$ cat src/rtl/seven_seg_scan_ctrl_pkg.sv
// Shared types and the hex font for the seven-segment scan controller.
// Optional dimming is enabled by defining SEVEN_SEG_DIM_EN.
package seven_seg_pkg;

  typedef enum logic {ST_BLANK, ST_SHOW} state_e;

  localparam logic [6:0] SEG_OFF = 7'h00;

  // Active-high {g,f,e,d,c,b,a}
  function automatic logic [6:0] hex2seg(input logic [3:0] nib);
    logic [6:0] seg;
    case (nib)
      4'h0: seg = 7'h3F;
      4'h1: seg = 7'h06;
      4'h2: seg = 7'h5B;
      4'h3: seg = 7'h4F;
      4'h4: seg = 7'h66;
      4'h5: seg = 7'h6D;
      4'h6: seg = 7'h7D;
      4'h7: seg = 7'h07;
      4'h8: seg = 7'h7F;
      4'h9: seg = 7'h6F;
      4'hA: seg = 7'h77;
      4'hB: seg = 7'h7C;
      4'hC: seg = 7'h39;
      4'hD: seg = 7'h5E;
      4'hE: seg = 7'h79;
      default: seg = 7'h71;
    endcase
    return seg;
  endfunction

endpackage

$ cat src/rtl/seven_seg_scan_ctrl_if.sv
// Load handshake between a data source and the scan controller.
interface seven_seg_scan_ctrl_if #(
    parameter int NDIG = 4
) ();
    logic                load_valid;
    logic                load_ready;
    logic [4*NDIG-1:0]   load_data;

    modport master (output load_valid, output load_data, input  load_ready);
    modport slave  (input  load_valid, input  load_data, output load_ready);
endinterface

$ cat src/rtl/seven_seg_decode.sv
// Combinational hex nibble to seven-segment pattern.
module seven_seg_decode
    import seven_seg_pkg::*;
(
    input  logic [3:0] i_nib,
    output logic [6:0] o_seg
);
    assign o_seg = hex2seg(i_nib);
endmodule

$ cat src/rtl/seven_seg_scan_ctrl.sv
// Multiplexed hex display scanner with blanking gaps and frame-aligned data commit.
// Define SEVEN_SEG_DIM_EN to add the dim[1:0] on-time control input.
module seven_seg_scan_ctrl
    import seven_seg_pkg::*;
#(
    parameter int NDIG  = 4,
    parameter int DWELL = 7500,
    parameter int BLANK = 16,
    parameter int CBITS = 13
) (
    input  logic              clk,
    input  logic              rst,
    seven_seg_scan_ctrl_if.slave ld,
    input  logic [NDIG-1:0]   digit_en,
`ifdef SEVEN_SEG_DIM_EN
    input  logic [1:0]        dim,
`endif
    output logic [6:0]        segment,
    output logic [NDIG-1:0]   anode,
    output logic              sig,
    output logic              frame_tick
);
    localparam int IW = (NDIG > 1) ? $clog2(NDIG) : 1;

    state_e             r_state, w_nxt_state;
    logic [CBITS-1:0]   r_cnt, w_nxt_cnt;
    logic [IW-1:0]      r_idx, w_nxt_idx;
    logic               r_en_q, w_nxt_en;
    logic [4*NDIG-1:0]  r_shadow, r_pending;
    logic               r_full;
    logic               w_on, w_end;
    logic [3:0]         w_nib;
    logic [6:0]         w_seg;
`ifdef SEVEN_SEG_DIM_EN
    logic [1:0]         r_dim_q, w_nxt_dim;
`endif

    assign ld.load_ready = ~r_full;
    assign w_nib         = r_shadow[4*r_idx +: 4];

    seven_seg_decode u_dec (.i_nib(w_nib), .o_seg(w_seg));

    // Next-state view lets every output register reflect the state being entered.
    always_comb begin
        w_nxt_state = r_state;
        w_nxt_cnt   = r_cnt + 1'b1;
        w_nxt_idx   = r_idx;
        w_nxt_en    = r_en_q;
`ifdef SEVEN_SEG_DIM_EN
        w_nxt_dim   = r_dim_q;
`endif
        case (r_state)
            ST_BLANK: begin
                if (r_cnt == CBITS'(BLANK-1)) begin
                    w_nxt_state = ST_SHOW;
                    w_nxt_cnt   = '0;
                    w_nxt_en    = digit_en[r_idx];
`ifdef SEVEN_SEG_DIM_EN
                    w_nxt_dim   = dim;
`endif
                end
            end
            default: begin
                if (r_cnt == CBITS'(DWELL-1)) begin
                    w_nxt_state = ST_BLANK;
                    w_nxt_cnt   = '0;
                    w_nxt_idx   = (r_idx == IW'(NDIG-1)) ? '0 : r_idx + 1'b1;
                end
            end
        endcase
        w_end = (w_nxt_state == ST_SHOW) && (w_nxt_cnt == CBITS'(DWELL-1));
        w_on  = (w_nxt_state == ST_SHOW) && w_nxt_en;
`ifdef SEVEN_SEG_DIM_EN
        w_on  = w_on && (int'(w_nxt_cnt) < (int'(w_nxt_dim) + 1) * (DWELL/4));
`endif
    end

    always_ff @(posedge clk or negedge rst) begin
        if (!rst) begin
            r_state    <= ST_BLANK;
            r_cnt      <= '0;
            r_idx      <= '0;
            r_en_q     <= 1'b0;
            r_shadow   <= '0;
            r_pending  <= '0;
            r_full     <= 1'b0;
            segment    <= SEG_OFF;
            anode      <= '0;
            sig        <= 1'b0;
            frame_tick <= 1'b0;
`ifdef SEVEN_SEG_DIM_EN
            r_dim_q    <= '0;
`endif
        end else begin
            r_state    <= w_nxt_state;
            r_cnt      <= w_nxt_cnt;
            r_idx      <= w_nxt_idx;
            r_en_q     <= w_nxt_en;
            anode      <= w_on ? (NDIG'(1) << r_idx) : '0;
            segment    <= w_on ? w_seg : SEG_OFF;
            sig        <= w_end;
            frame_tick <= w_end && (r_idx == IW'(NDIG-1));
`ifdef SEVEN_SEG_DIM_EN
            r_dim_q    <= w_nxt_dim;
`endif
            // Commit needs a full buffer and accept needs an empty one, so they never collide.
            if (frame_tick && r_full) begin
                r_shadow <= r_pending;
                r_full   <= 1'b0;
            end
            if (ld.load_valid && !r_full) begin
                r_pending <= ld.load_data;
                r_full    <= 1'b1;
            end
        end
    end

endmodule

$ cat src/flat_wrapper.sv
// flat-port wrapper written by rule: the top's interface ports become plain ports
module seven_seg_scan_ctrl_flat import seven_seg_pkg::*;
#(
    parameter int NDIG  = 4,
    parameter int DWELL = 7500,
    parameter int BLANK = 16,
    parameter int CBITS = 13
)
  (clk, rst, digit_en, segment, anode, sig, frame_tick, ld_load_valid, ld_load_data, ld_load_ready);
  seven_seg_scan_ctrl_if #(.NDIG(NDIG)) ld_i ();
  input  logic clk;
  input  logic rst;
  input  logic [NDIG-1:0] digit_en;
  output logic [6:0] segment;
  output logic [NDIG-1:0] anode;
  output logic sig;
  output logic frame_tick;
  input wire logic [$bits(ld_i.load_valid)-1:0] ld_load_valid;
  input wire logic [$bits(ld_i.load_data)-1:0] ld_load_data;
  output wire logic [$bits(ld_i.load_ready)-1:0] ld_load_ready;
  assign ld_i.load_valid = ld_load_valid;
  assign ld_i.load_data = ld_load_data;
  assign ld_load_ready = ld_i.load_ready;
  seven_seg_scan_ctrl #(.NDIG(NDIG), .DWELL(DWELL), .BLANK(BLANK), .CBITS(CBITS)) u_core (.clk(clk), .rst(rst), .ld(ld_i), .digit_en(digit_en), .segment(segment), .anode(anode), .sig(sig), .frame_tick(frame_tick));
endmodule
$ cat config.mk
export PLATFORM = sky130hd
export DESIGN_NAME = seven_seg_scan_ctrl_flat
export DESIGN_NICKNAME = d
export VERILOG_FILES = /design/src/rtl/seven_seg_scan_ctrl_pkg.sv /design/src/rtl/seven_seg_scan_ctrl_if.sv /design/src/rtl/seven_seg_decode.sv /design/src/rtl/seven_seg_scan_ctrl.sv /design/src/flat_wrapper.sv
export SDC_FILE = /design/constraint.sdc
export NUM_CORES = 1
export LEC_CHECK = 0
export CAP_MARGIN = 0
export CORE_MARGIN = 5
export CORE_UTILIZATION = 50
export DETAILED_ROUTE_END_ITERATION = 10
export PLACE_DENSITY = 0.7
export SYNTH_ARGS = -nofsm -noshare
export SYNTH_HDL_FRONTEND = slang
export SYNTH_HIERARCHICAL = 1
export SYNTH_SLANG_ARGS = --single-unit
$ cat constraint.sdc
create_clock -name clk -period 4.35 [get_ports clk]
set_input_delay 0.87 -clock clk [delete_from_list [all_inputs] [get_ports clk]]
set_output_delay 0.87 -clock clk [all_outputs]
set_load 0.02 [all_outputs]
# ---- Word level (Yosys, flattened, before mapping)
# Memory sizes are Yosys's and may differ from the RTL's.
# Cells that the tools add are included.
dict set report word_totals {
  reg_bits 63
  romBits 112
  output_inout_bits 14
  elab_cells 45
  mem_count 1
}
# name words width rd rd_clocked_by_memory_dff wr line_no
set mem_list {}
lappend mem_list {{(name not given)} 16 7 1 0 0 seven_seg_scan_ctrl_pkg.sv:12} ;# case (nib)
dict set report classes {
  add_sub_neg 2
  n_lt_le_gt_ge 1
  n_eq_ne 4
  n_shift 2
  muxes 15
  bitwise_logic 1
  reduce_logical 8
}
# operator n
set op_table {}
lappend op_table {{$mux 13} 3}
lappend op_table {{$eq 13x13->1 const B} 2}
lappend op_table {{$shiftx 16x5->4} 1}
lappend op_table {{$add 13x1->13 const B} 1}
lappend op_table {{$eq 13x4->1 const B} 1}
lappend op_table {{$mux 1} 8}
lappend op_table {{$mux 7} 1}
lappend op_table {{$logic_and 1x1->1} 5}
lappend op_table {{$mux 4} 1}
lappend op_table {{$shl 1x2->4 const A} 1}
lappend op_table {{$lt 2x3->1 const B} 1}
lappend op_table {{$add 2x1->2 const B} 1}
lappend op_table {{$bmux 1 s2} 1}
lappend op_table {{$eq 2x2->1 const B} 1}
lappend op_table {{$mux 2} 1}
lappend op_table {{$reduce_and 2->1} 1}
lappend op_table {{$reduce_bool 2->1} 1}
lappend op_table {{$logic_not 1->1} 1}
lappend op_table {{$not 1->1} 1}

# ---- Longest topological paths before layout
# Gate-level depths: netlist (run 1).
dict set report logic_depth {
  word_depth 6
  ltp_mapped 7
  depth_no_buf 6
}

# ---- Modules after synthesis
# The synthesis (run 1) kept the hierarchy.
# mod instances cells_each area_each_um2 seq_area_each_um2
set by_module_without_submodules {}
lappend by_module_without_submodules {seven_seg_scan_ctrl 1 214 2821.5 1576.5}
lappend by_module_without_submodules {seven_seg_decode 1 33 287.8 0.0}

# ---- Least setup slack after synthesis (run 1)
# OpenSTA, ideal clock, no wires.
dict set report synth_timing {
  kind {flip-flop to flip-flop}
  startpoint {register u_core.r_idx[0]}
  endpoint {register u_core.segment[3]}
  setup_time_ns 0.120
  t_arrival_ns 2.268
  required_time_ns 4.230
  path_slack_ns 1.962
  path_stages_with_launch 8
  n_path_buf 1
  cell_sequence {dfrtp_1 > clkbuf_1 > mux4_2 > inv_1 > ha_1 > inv_1 > mux4_1 > and3_1}
}
# item line_no
set synth_lines {}
lappend synth_lines {{start: declaration} seven_seg_scan_ctrl.sv:27} ;# logic [IW-1:0] r_idx, w_nxt_idx;
lappend synth_lines {{start signal: assignment} seven_seg_scan_ctrl.sv:97} ;# r_idx <= w_nxt_idx;
lappend synth_lines {{$shiftx 16x5->4} seven_seg_scan_ctrl.sv:39} ;# assign w_nib = r_shadow[4*r_idx +: 4];
lappend synth_lines {{named net u_core.w_nib[1]} seven_seg_scan_ctrl.sv:32} ;# logic [3:0] w_nib;
lappend synth_lines {{$mem_v2 16x7} --}
lappend synth_lines {{named net u_core.w_seg[3]} seven_seg_scan_ctrl.sv:33} ;# logic [6:0] w_seg;
lappend synth_lines {{$mux 7} seven_seg_scan_ctrl.sv:100} ;# segment <= w_on ? w_seg : SEG_OFF;
lappend synth_lines {{end signal: assignment} seven_seg_scan_ctrl.sv:100}
lappend synth_lines {{end: declaration} seven_seg_scan_ctrl.sv:18} ;# output logic [6:0] segment,
# The timed path passes the listed nets, and every way through them passes these cells. The select of a mux whose other input is x is not followed.
# A chain may end at the register's enable or synchronous reset.

# ---- Worst setup path after layout (run 1)
# Ends and elaborated chain as after synthesis.

==> reports/metrics.yaml, run 1 <==
crit_arrival_ps: 2700
total_power_mw: 1.13
clock_skew_ps: 9.38
tritoncts: "yes"
grt_pass1_wl_um: 9370
portBuffers: 36
post_cts_buffers: 0
wirelength_um: 5340
worstSetupEndpointType: "flip-flop"
vdd_drop_max_v: 0.000237
grt_max_degree: 36
yosys.area_share.adder_pct: 4.83
status: "finished clean"
synthCells: 247
multi_input_area_sq_um: 1420
die-area_sq_um: 7900
htree_levels: 3
clk_pin_slew_ps: 70
r2r-start: "u_core/r_idx[0]"
drc: 0
yosysUniqueCellTypes: 46
placed_cells: 348
setup_viol: 0
die_y_um: 88.9
critPathKind: "flip-flop to flip-flop"
die_w_um: 88.9
vias_per_cell: 5.33
clock_sinks: 63
final_antenna_net_count: 0
slew_headroom_pct: 49.5
nets: 319
ys_seq_elements: 63
critPathMaxFanout: 9
fmax_ghz: 0.405
synth_top_family_by_area: "multiplexers"
start_util_pct: 51.9
clk_path_buf_depth: 2
period_needed_ps: 2470
fin_crit_sh_pct: 56.8
crit_end: "u_core/segment[3]"
synth_area_sq_um: 3110
hold_path_class: "flip-flop to flip-flop"
async_flop_share_pct: 100
place_area_sq_um: 3500
synth_enable_flop_cells: 0
synth.area.mux_share_pct: 19.0
slew_viol_final: 0
grt_usage_pct: 15.7
rows: 28
synth_nets: 282
regArea_sq_um: 1580
drt-initial-drc-count: 129
finalSetupTns_ps: 0
gp_congestion: 0.814
dp_hpwl_um: 3930
gr-total-overflow: 0
leakage_nw: 1.62
grt_antenna_before_repair: 0
crit_path_start: "u_core/r_idx[0]"
tightest_slew_ps: 758
syn2layout_area_growth_pct: 18.4
final_cell_count_no_fill: 363
core_area_sq_um: 5990
reg2regPathDepth: 6
synthSimpleGateAreaFrac_pct: 14.1
synth.avg_cell_area_sq_um: 12.6
rsz0062_at_grt: "false"
crit_required_ps: 4570
grt_pass1_vias: 1921
ctsResizeCount: 0
dr.pass1.iters: 4
boundaryPins: 37
ys_warn_count: 6
pwr_density_cell_nw_per_um2: 307
synth_ff_type: "dfrtp_1"
synth-compound-area-share_pct: 3.94
synth_xor_area_share_pct: 3.66
num_antenna_cells: 0
insertion_delay_ps: 340
finalInstanceArea_sq_um: 3680
seq_area_frac_synth_pct: 50.7
numCtsBuffers: 9
vias: 1935
timing.rr.end: "u_core/segment[3]"
drive_gt1_share_pct: 22.6
root_buffer: "clkbuf_8"
drv_cap: 0
start_kind: "flip-flop"
hold_violations: 0
ctsHoldBuffers: 0
r2r_slack_ps: 1880
wire_per_inst_um: 14.7
fill_cells: 491
-- cells in the final DEF (no fill, tap or decap), types with 2 or more instances in the layout --
master,n
dfrtp_1,63
mux2_2,36
clkdlybuf4s50_1,35
nor2_1,12
inv_1,12
and3_1,12
ha_1,12
nand2_1,11
clkbuf_8,9
xnor2_1,7
nand3_1,6
xor2_1,6
mux4_2,5
nand4_1,4
nor3_1,4
nor2b_1,4
a21oi_1,4
nand3b_1,3
or3_1,3
mux2i_1,3
clkbuf_1,2
clkinv_2,2
nor4_1,2
nand4b_1,2
nand2b_1,2
a211oi_1,2
buf_4,2
-- final cells by class --
cell class | count | share of cell area (%)
tap | 75 | 2.55
multi-input combinational | 160 | 38.5
clock inverter | 4 | 1.29
timing repair buffer | 38 | 10.1
clock buffer | 11 | 3.57
inverter | 12 | 1.22
sequential | 63 | 42.8
-- synth_stat cells (2+ instances only) --
library cell | count | area (sq um)
or3_1 | 3 | 18.8
xnor2_1 | 7 | 61.3
a211oi_1 | 2 | 15.0
nand4_1 | 4 | 25.0
mux4_2 | 5 | 113
nor3_1 | 4 | 20.0
buf_6 | 3 | 33.8
nand3b_1 | 3 | 22.5
nand4b_1 | 2 | 17.5
mux2i_1 | 3 | 30.0
xor2_1 | 6 | 52.6
nand2_1 | 11 | 41.3
dfrtp_1 | 63 | 1580
a21oi_1 | 4 | 20.0
inv_1 | 12 | 45.0
nor2b_1 | 4 | 25.0
nand2b_1 | 2 | 12.5
and3_1 | 12 | 75.1
nand3_1 | 6 | 30.0
nor2_1 | 12 | 45.0
nor4_1 | 2 | 12.5
clkbuf_1 | 4 | 15.0
mux2_2 | 36 | 405
buf_2 | 4 | 20.0
ha_1 | 12 | 150
-- kinds of logic after synthesis --
family,Yosys count
buffers and inverters,24
XOR/XNOR,13
multiplexers,46
AO/OA/AOI/OAI,16
flip-flops,63
adder cells (fa/ha/maj),12
AND/OR/NAND/NOR,73
-- per-layer routing --
layer,vias up,track usage (%),share of wire (%)
met2,40,22.6,45
met3,9,5.96,6.1
li1,947,-,-
met4,0,4.95,1.3
met1,939,22.1,48
met5,-,0,0
-- registers in the layout, summed over array words and instances, names as in the netlist --
register           flops
u_core/r_pending      16
u_core/r_shadow       16
u_core/r_cnt          13
u_core/segment         7
u_core/anode           4
u_core/r_idx           2
u_core/frame_tick      1
u_core/r_en_q          1
u_core/r_full          1
u_core/r_state         1
u_core/sig             1
-- power breakdown --
part           internal, mW  total (mW)  switching (mW)
Sequential            0.597       0.602         0.00488
Clock                 0.260       0.473           0.213
Combinational        0.0312      0.0534          0.0221
Total                 0.888        1.13           0.240
-- per-stage QoR --
stage	util (%)	setup slack [ps]	hold slack [ps]
detailed placement	58.4	1850	490
floorplan	-	1960	474
global route	61.4	1670	520
CTS	61.4	1830	506
finish	61.4	1880	499
global placement	58.4	1940	484
-- worst max-delay path, cell delays in order (launching register included) --
cell and delay (ps):
dfrtp_1 630, mux4_2 630, inv_1 140, ha_1 250
inv_1 60, mux4_1 480, and3_1 150
-- worst min path at each step --
stage                           to  slack (ps)  cells past startpoint                start
2_1_floorplan  u_core/r_shadow[10]         470                      1  u_core/r_shadow[10]
5_1_grt         u_core/r_shadow[2]         520                      1   u_core/r_shadow[2]
3_3_place_gp   u_core/r_shadow[13]         480                      1  u_core/r_shadow[13]
4_1_cts        u_core/r_shadow[10]         510                      1  u_core/r_shadow[10]
6_report       u_core/r_shadow[10]         500                      1  u_core/r_shadow[10]
3_5_place_dp   u_core/r_shadow[10]         490                      1  u_core/r_shadow[10]
Power figures use the tool's default switching activity.
==> run 2: changes to the inputs <==
- PLACE_DENSITY: 0.7 -> 0.72
- clock period: 4.35 -> 2.21 ns (I/O delays scaled with it)
==> run 2 against run 1 <==
  * Final cell count increased by 3.9%
  * Register-to-register slack got worse by 1800 ps
  * Clock power rose by 150%
  * Global-route usage rose by 0.68 points
  * Hold slack lost 440 ps
  * Critical endpoint unchanged
  * Critical path type unchanged
  * Via count increased by 4.6%
==> reports/metrics.yaml, run 2 (same netlist as run 1, synthesis figures left out) <==
vias_per_cell: 5.37
path_depth: 5
core_area_sq_um: 5990
slew_viol_final: 0
pwr_density_cell_nw_per_um2: 639
tightest_slew_ps: 671
path_cells: "mux4_2 -> inv_2 -> ha_1 -> mux4_1 -> and3_1"
drc: 0
num_antenna_cells: 0
start_kind: "flip-flop"
holdWs_ps: 62.6
fill_cells: 457
utilization_pct: 64.3
crit_family: "multiplexers"
die_y_um: 88.9
p_sw_share_pct: 20.1
portBuffers: 36
gr-total-overflow: 0
htree_levels: 3
hold_violations: 0
setup_viol: 0
reg_top3: "u_core/r_pending (16), u_core/r_shadow (16), u_core/r_cnt (13)"
critPathMaxFanout: 4
p_sw_uw: 495
cp_slowest_stage_delay_ps: 580
grt_usage_pct: 16.4
dr.pass1.iters: 4
setup_slack_ps: 125
final_common_cell: "dfrtp_1"
crit_required_ps: 2440
grt_antenna_before_repair: 0
vdd_drop_max_v: 0.000417
wire_per_inst_um: 14.9
rows: 28
numCtsBuffers: 9
internal_power_mw: 1.97
finalInstanceArea_sq_um: 3850
grt_pass1_wl_um: 9690
worstSetupEndpointType: "flip-flop"
finalSetupTns_ps: 0
crit_end: "u_core/segment[3]"
layout_common_cells: "63 x dfrtp_1, 36 x mux2_2, 35 x clkdlybuf4s50_1"
leakage_nw: 1.72
boundaryPins: 37
drv_cap: 0
nets: 332
total_power_mw: 2.46
start_util_pct: 51.9
dp_hpwl_um: 4080
clk_pin_slew_ps: 70
drive_gt1_share_pct: 27.5
gp_congestion: 0.845
die_w_um: 88.9
final_antenna_net_count: 0
tritoncts: "yes"
grt_max_degree: 43
wirelength_um: 5610
post-place-ws_ps: 70.7
final_cell_count_no_fill: 377
place_area_sq_um: 3610
root_buffer: "clkbuf_8"
crit_path_start: "u_core/r_idx[0]"
rsz0062_at_grt: "false"
vias: 2024
r2r_slack_ps: 130
clock_skew_ps: 9.50
fmax_ghz: 0.480
syn2layout_area_growth_pct: 24.0
period_needed_ps: 2080
pwr-share-seq_pct: 48.1
pwr-share-comb_pct: 4.4
critPathBufInv: 1
die-area_sq_um: 7900
reg2regPathDepth: 5
critPathKind: "flip-flop to flip-flop"
drt-initial-drc-count: 100
grt_pass1_vias: 1982
hold_path_class: "primary input to async pin"
r2r-start: "u_core/r_idx[0]"
timing.rr.end: "u_core/segment[3]"
status: "finished clean"
slew_headroom_pct: 55.1
clockPowerShare_pct: 47.5
placed_cells: 361
crit_arrival_ps: 2320
clock_sinks: 63
clk_path_buf_depth: 2
slowest_stage: "mux4_2"
insertion_delay_ps: 340
fin_crit_sh_pct: 94.3
==> run 2: cell types whose count changed in the layout (fill, tap and decap cells not counted) <==
cell	delta
clkbuf_8	+3
inv_1	-1
ha_2	+1
clkinv_2	-2
inv_2	+1
bufinv_16	+1
buf_12	+1
buf_4	+12
clkbuf_1	-2
ha_1	-1
clkinv_4	+1
==> run 2: worst min path at each step <==
stage                           endpoint  slack (ps)
detailed placement  u_core/r_pending[13]         440
finish              u_core/r_pending[13]          60
floorplan                u_core/anode[0]         150
CTS                 u_core/r_pending[13]          60
global route         u_core/r_pending[8]         110
global placement    u_core/r_pending[13]         430
==> run 2: repair_timing <==
item                       4_1_cts  5_1_grt
setup endpoints to repair        0        1
setup buffers                    0        0
hold buffers                     0        0
gates resized for setup          0        2
==> run 2: power groups by stage <==
stage	Clock (mW)	Combinational [mW]	Sequential (mW)
after CTS	1.20	0.111	1.19
final	1.17	0.108	1.18
after detailed placement	0	0.111	1.21
after floorplan	0	0.0240	1.21
after global placement	0	0.109	1.21
after global routing	1.26	0.119	1.19
==> run 2: cell type report <==
type,instances,area [sq um],share of cell area [%]
Inverter,12,45.0,1.17
Sequential cell,63,1580,40.9
Timing Repair Buffer,51,480,12.5
Clock inverter,4,76.3,1.98
Clock buffer,12,165,4.28
Tap cell,75,93.8,2.43
Multi-Input combinational cell,160,1420,36.8
==> run 2: routing by layer <==
metal  GRT usage [%]  routed length (um)  vias up
met5               0                   0        -
met4            9.75                 147        0
met3            3.63                 283       11
met2            23.5                2470       39
met1            22.7                2720      994
li1                -                   -      980
==> run 3: changes to the inputs <==
- SETUP_SLACK_MARGIN: default -> 0.1
- SKIP_CTS_REPAIR_TIMING: default -> 1
==> run 3 against run 2 <==
  * First-iteration DRC count increased by 48%
  * Via count increased by 1.6%
  * Largest power group unchanged
  * Power shrank 7.7%
  * Clock power down 16%
  * Global-route usage hardly changed
  * Combinational power hardly changed
  * Final cell count rose by 0.80%
  * Sequential cell count stayed put
==> reports/metrics.yaml, run 3 (same netlist as run 1, synthesis figures left out) <==
final_antenna_net_count: 0
vias: 2056
pwr_density_cell_nw_per_um2: 589
reg2regPathDepth: 5
nets: 335
fmax_ghz: 0.487
root_buffer: "clkbuf_8"
finalSetupTns_ps: 0
critPathKind: "flip-flop to flip-flop"
clk_pin_slew_ps: 70
crit_required_ps: 2440
gp_congestion: 0.852
tightest_slew_ps: 665
drc: 0
crit_arrival_ps: 2290
numCtsBuffers: 9
tritoncts: "yes"
post-place-ws_ps: 53.6
vdd_drop_max_v: 0.000411
internal_power_mw: 1.76
vias_per_cell: 5.41
fin_crit_sh_pct: 92.9
grt_pass1_vias: 2010
slew_headroom_pct: 55.6
cp_slowest_stage_delay_ps: 570
r2r-start: "u_core/r_idx[0]"
grt_usage_pct: 16.4
portBuffers: 36
clockPowerShare_pct: 43.1
dp_hpwl_um: 4150
timing.rr.end: "u_core/segment[3]"
wire_per_inst_um: 15.1
wirelength_um: 5740
path_cells: "mux4_2 -> inv_4 -> ha_1 -> mux4_2 -> and3_1"
start_kind: "flip-flop"
leakage_nw: 1.71
dr.pass1.iters: 5
num_antenna_cells: 0
hold_path_class: "primary input to async pin"
slew_viol_final: 0
clock_sinks: 63
rsz0062_at_grt: "true"
grt_antenna_before_repair: 0
grt_pass1_wl_um: 9670
p_sw_uw: 512
rows: 28
gr-total-overflow: 0
die_w_um: 88.9
clock_skew_ps: 5.82
die_y_um: 88.9
start_util_pct: 51.9
crit_end: "u_core/segment[3]"
boundaryPins: 37
pwr-share-comb_pct: 4.8
final_common_cell: "dfrtp_1"
setup_slack_ps: 156
critPathMaxFanout: 4
setup_viol: 0
core_area_sq_um: 5990
reg_top3: "u_core/r_pending (16), u_core/r_shadow (16), u_core/r_cnt (13)"
clk_path_buf_depth: 2
worstSetupEndpointType: "flip-flop"
die-area_sq_um: 7900
path_common_cell: "mux4_2"
layout_common_cells: "60 x dfrtp_1, 36 x mux2_2, 35 x clkdlybuf4s50_1"
hold_violations: 0
period_needed_ps: 2050
drive_gt1_share_pct: 30.2
syn2layout_area_growth_pct: 24.2
pwr-share-seq_pct: 52.1
insertion_delay_ps: 340
drt-initial-drc-count: 148
htree_levels: 3
grt_max_degree: 64
fill_cells: 451
crit_path_start: "u_core/r_idx[0]"
drv_cap: 0
status: "finished clean"
r2r_slack_ps: 160
slowest_stage: "mux4_2"
p_sw_share_pct: 22.5
[run 3: stage by stage]
step           hold slack [ps]  instances  power (mW)  util [%]  area (sq um)
6_report                  89.6        380        2.27      64.5          3860
3_3_place_gp               477        360        1.32      60.2          3610
5_1_grt                    109        380        2.38      64.5          3860
2_1_floorplan              146        247        1.24         -          3120
3_5_place_dp               478        360        1.32      60.2          3610
4_1_cts                    104        376        2.31      63.5          3800
[run 3: power by group through the flow]
stage          Sequential [mW]  Combinational (mW)  Clock [mW]
2_1_floorplan             1.21              0.0240           0
3_3_place_gp              1.21               0.109           0
3_5_place_dp              1.21               0.111           0
4_1_cts                   1.18               0.111        1.01
5_1_grt                   1.19               0.119        1.07
6_report                  1.18               0.108       0.980
[run 3: how the worst min path moves through the flow]
stage / start / to / depth (start not counted)
after floorplan: rst / u_core/anode[0] / 0
after global placement: rst / u_core/r_pending[2] / 2
after detailed placement: rst / u_core/r_pending[2] / 2
after CTS: rst / u_core/r_pending[2] / 2
after global routing: rst / u_core/r_pending[4] / 2
final: rst / u_core/r_pending[4] / 2
[run 3: layout make-up]
| cell class | count | area (sq um) | area share [%] |
|---|---|---|---|
| tap | 75 | 93.8 | 2.43 |
| clock inverter | 7 | 73.8 | 1.91 |
| multi-input combinational | 160 | 1440 | 37.3 |
| sequential | 63 | 1580 | 40.9 |
| clock buffer | 9 | 124 | 3.21 |
| inverter | 12 | 47.5 | 1.23 |
| timing repair buffer | 54 | 503 | 13.0 |
[run 3: worst max-delay path: cells and delay by family (launching register included)]
family / cells / cell delay, ps
mux: 2 / 1030
flops: 1 / 410
fa+ha+maj: 1 / 240
simple gates: 1 / 150
buf+inv: 1 / 110
[run 3: metal layers]
| metal | vias to the layer above | GRT usage [%] | share of wire [%] |
|---|---|---|---|
| met5 | - | 0 | 0 |
| met4 | 0 | 8.65 | 1.9 |
| met3 | 10 | 3.91 | 5.9 |
| met2 | 57 | 24.6 | 46 |
| met1 | 1000 | 22.0 | 47 |
| li1 | 989 | - | - |
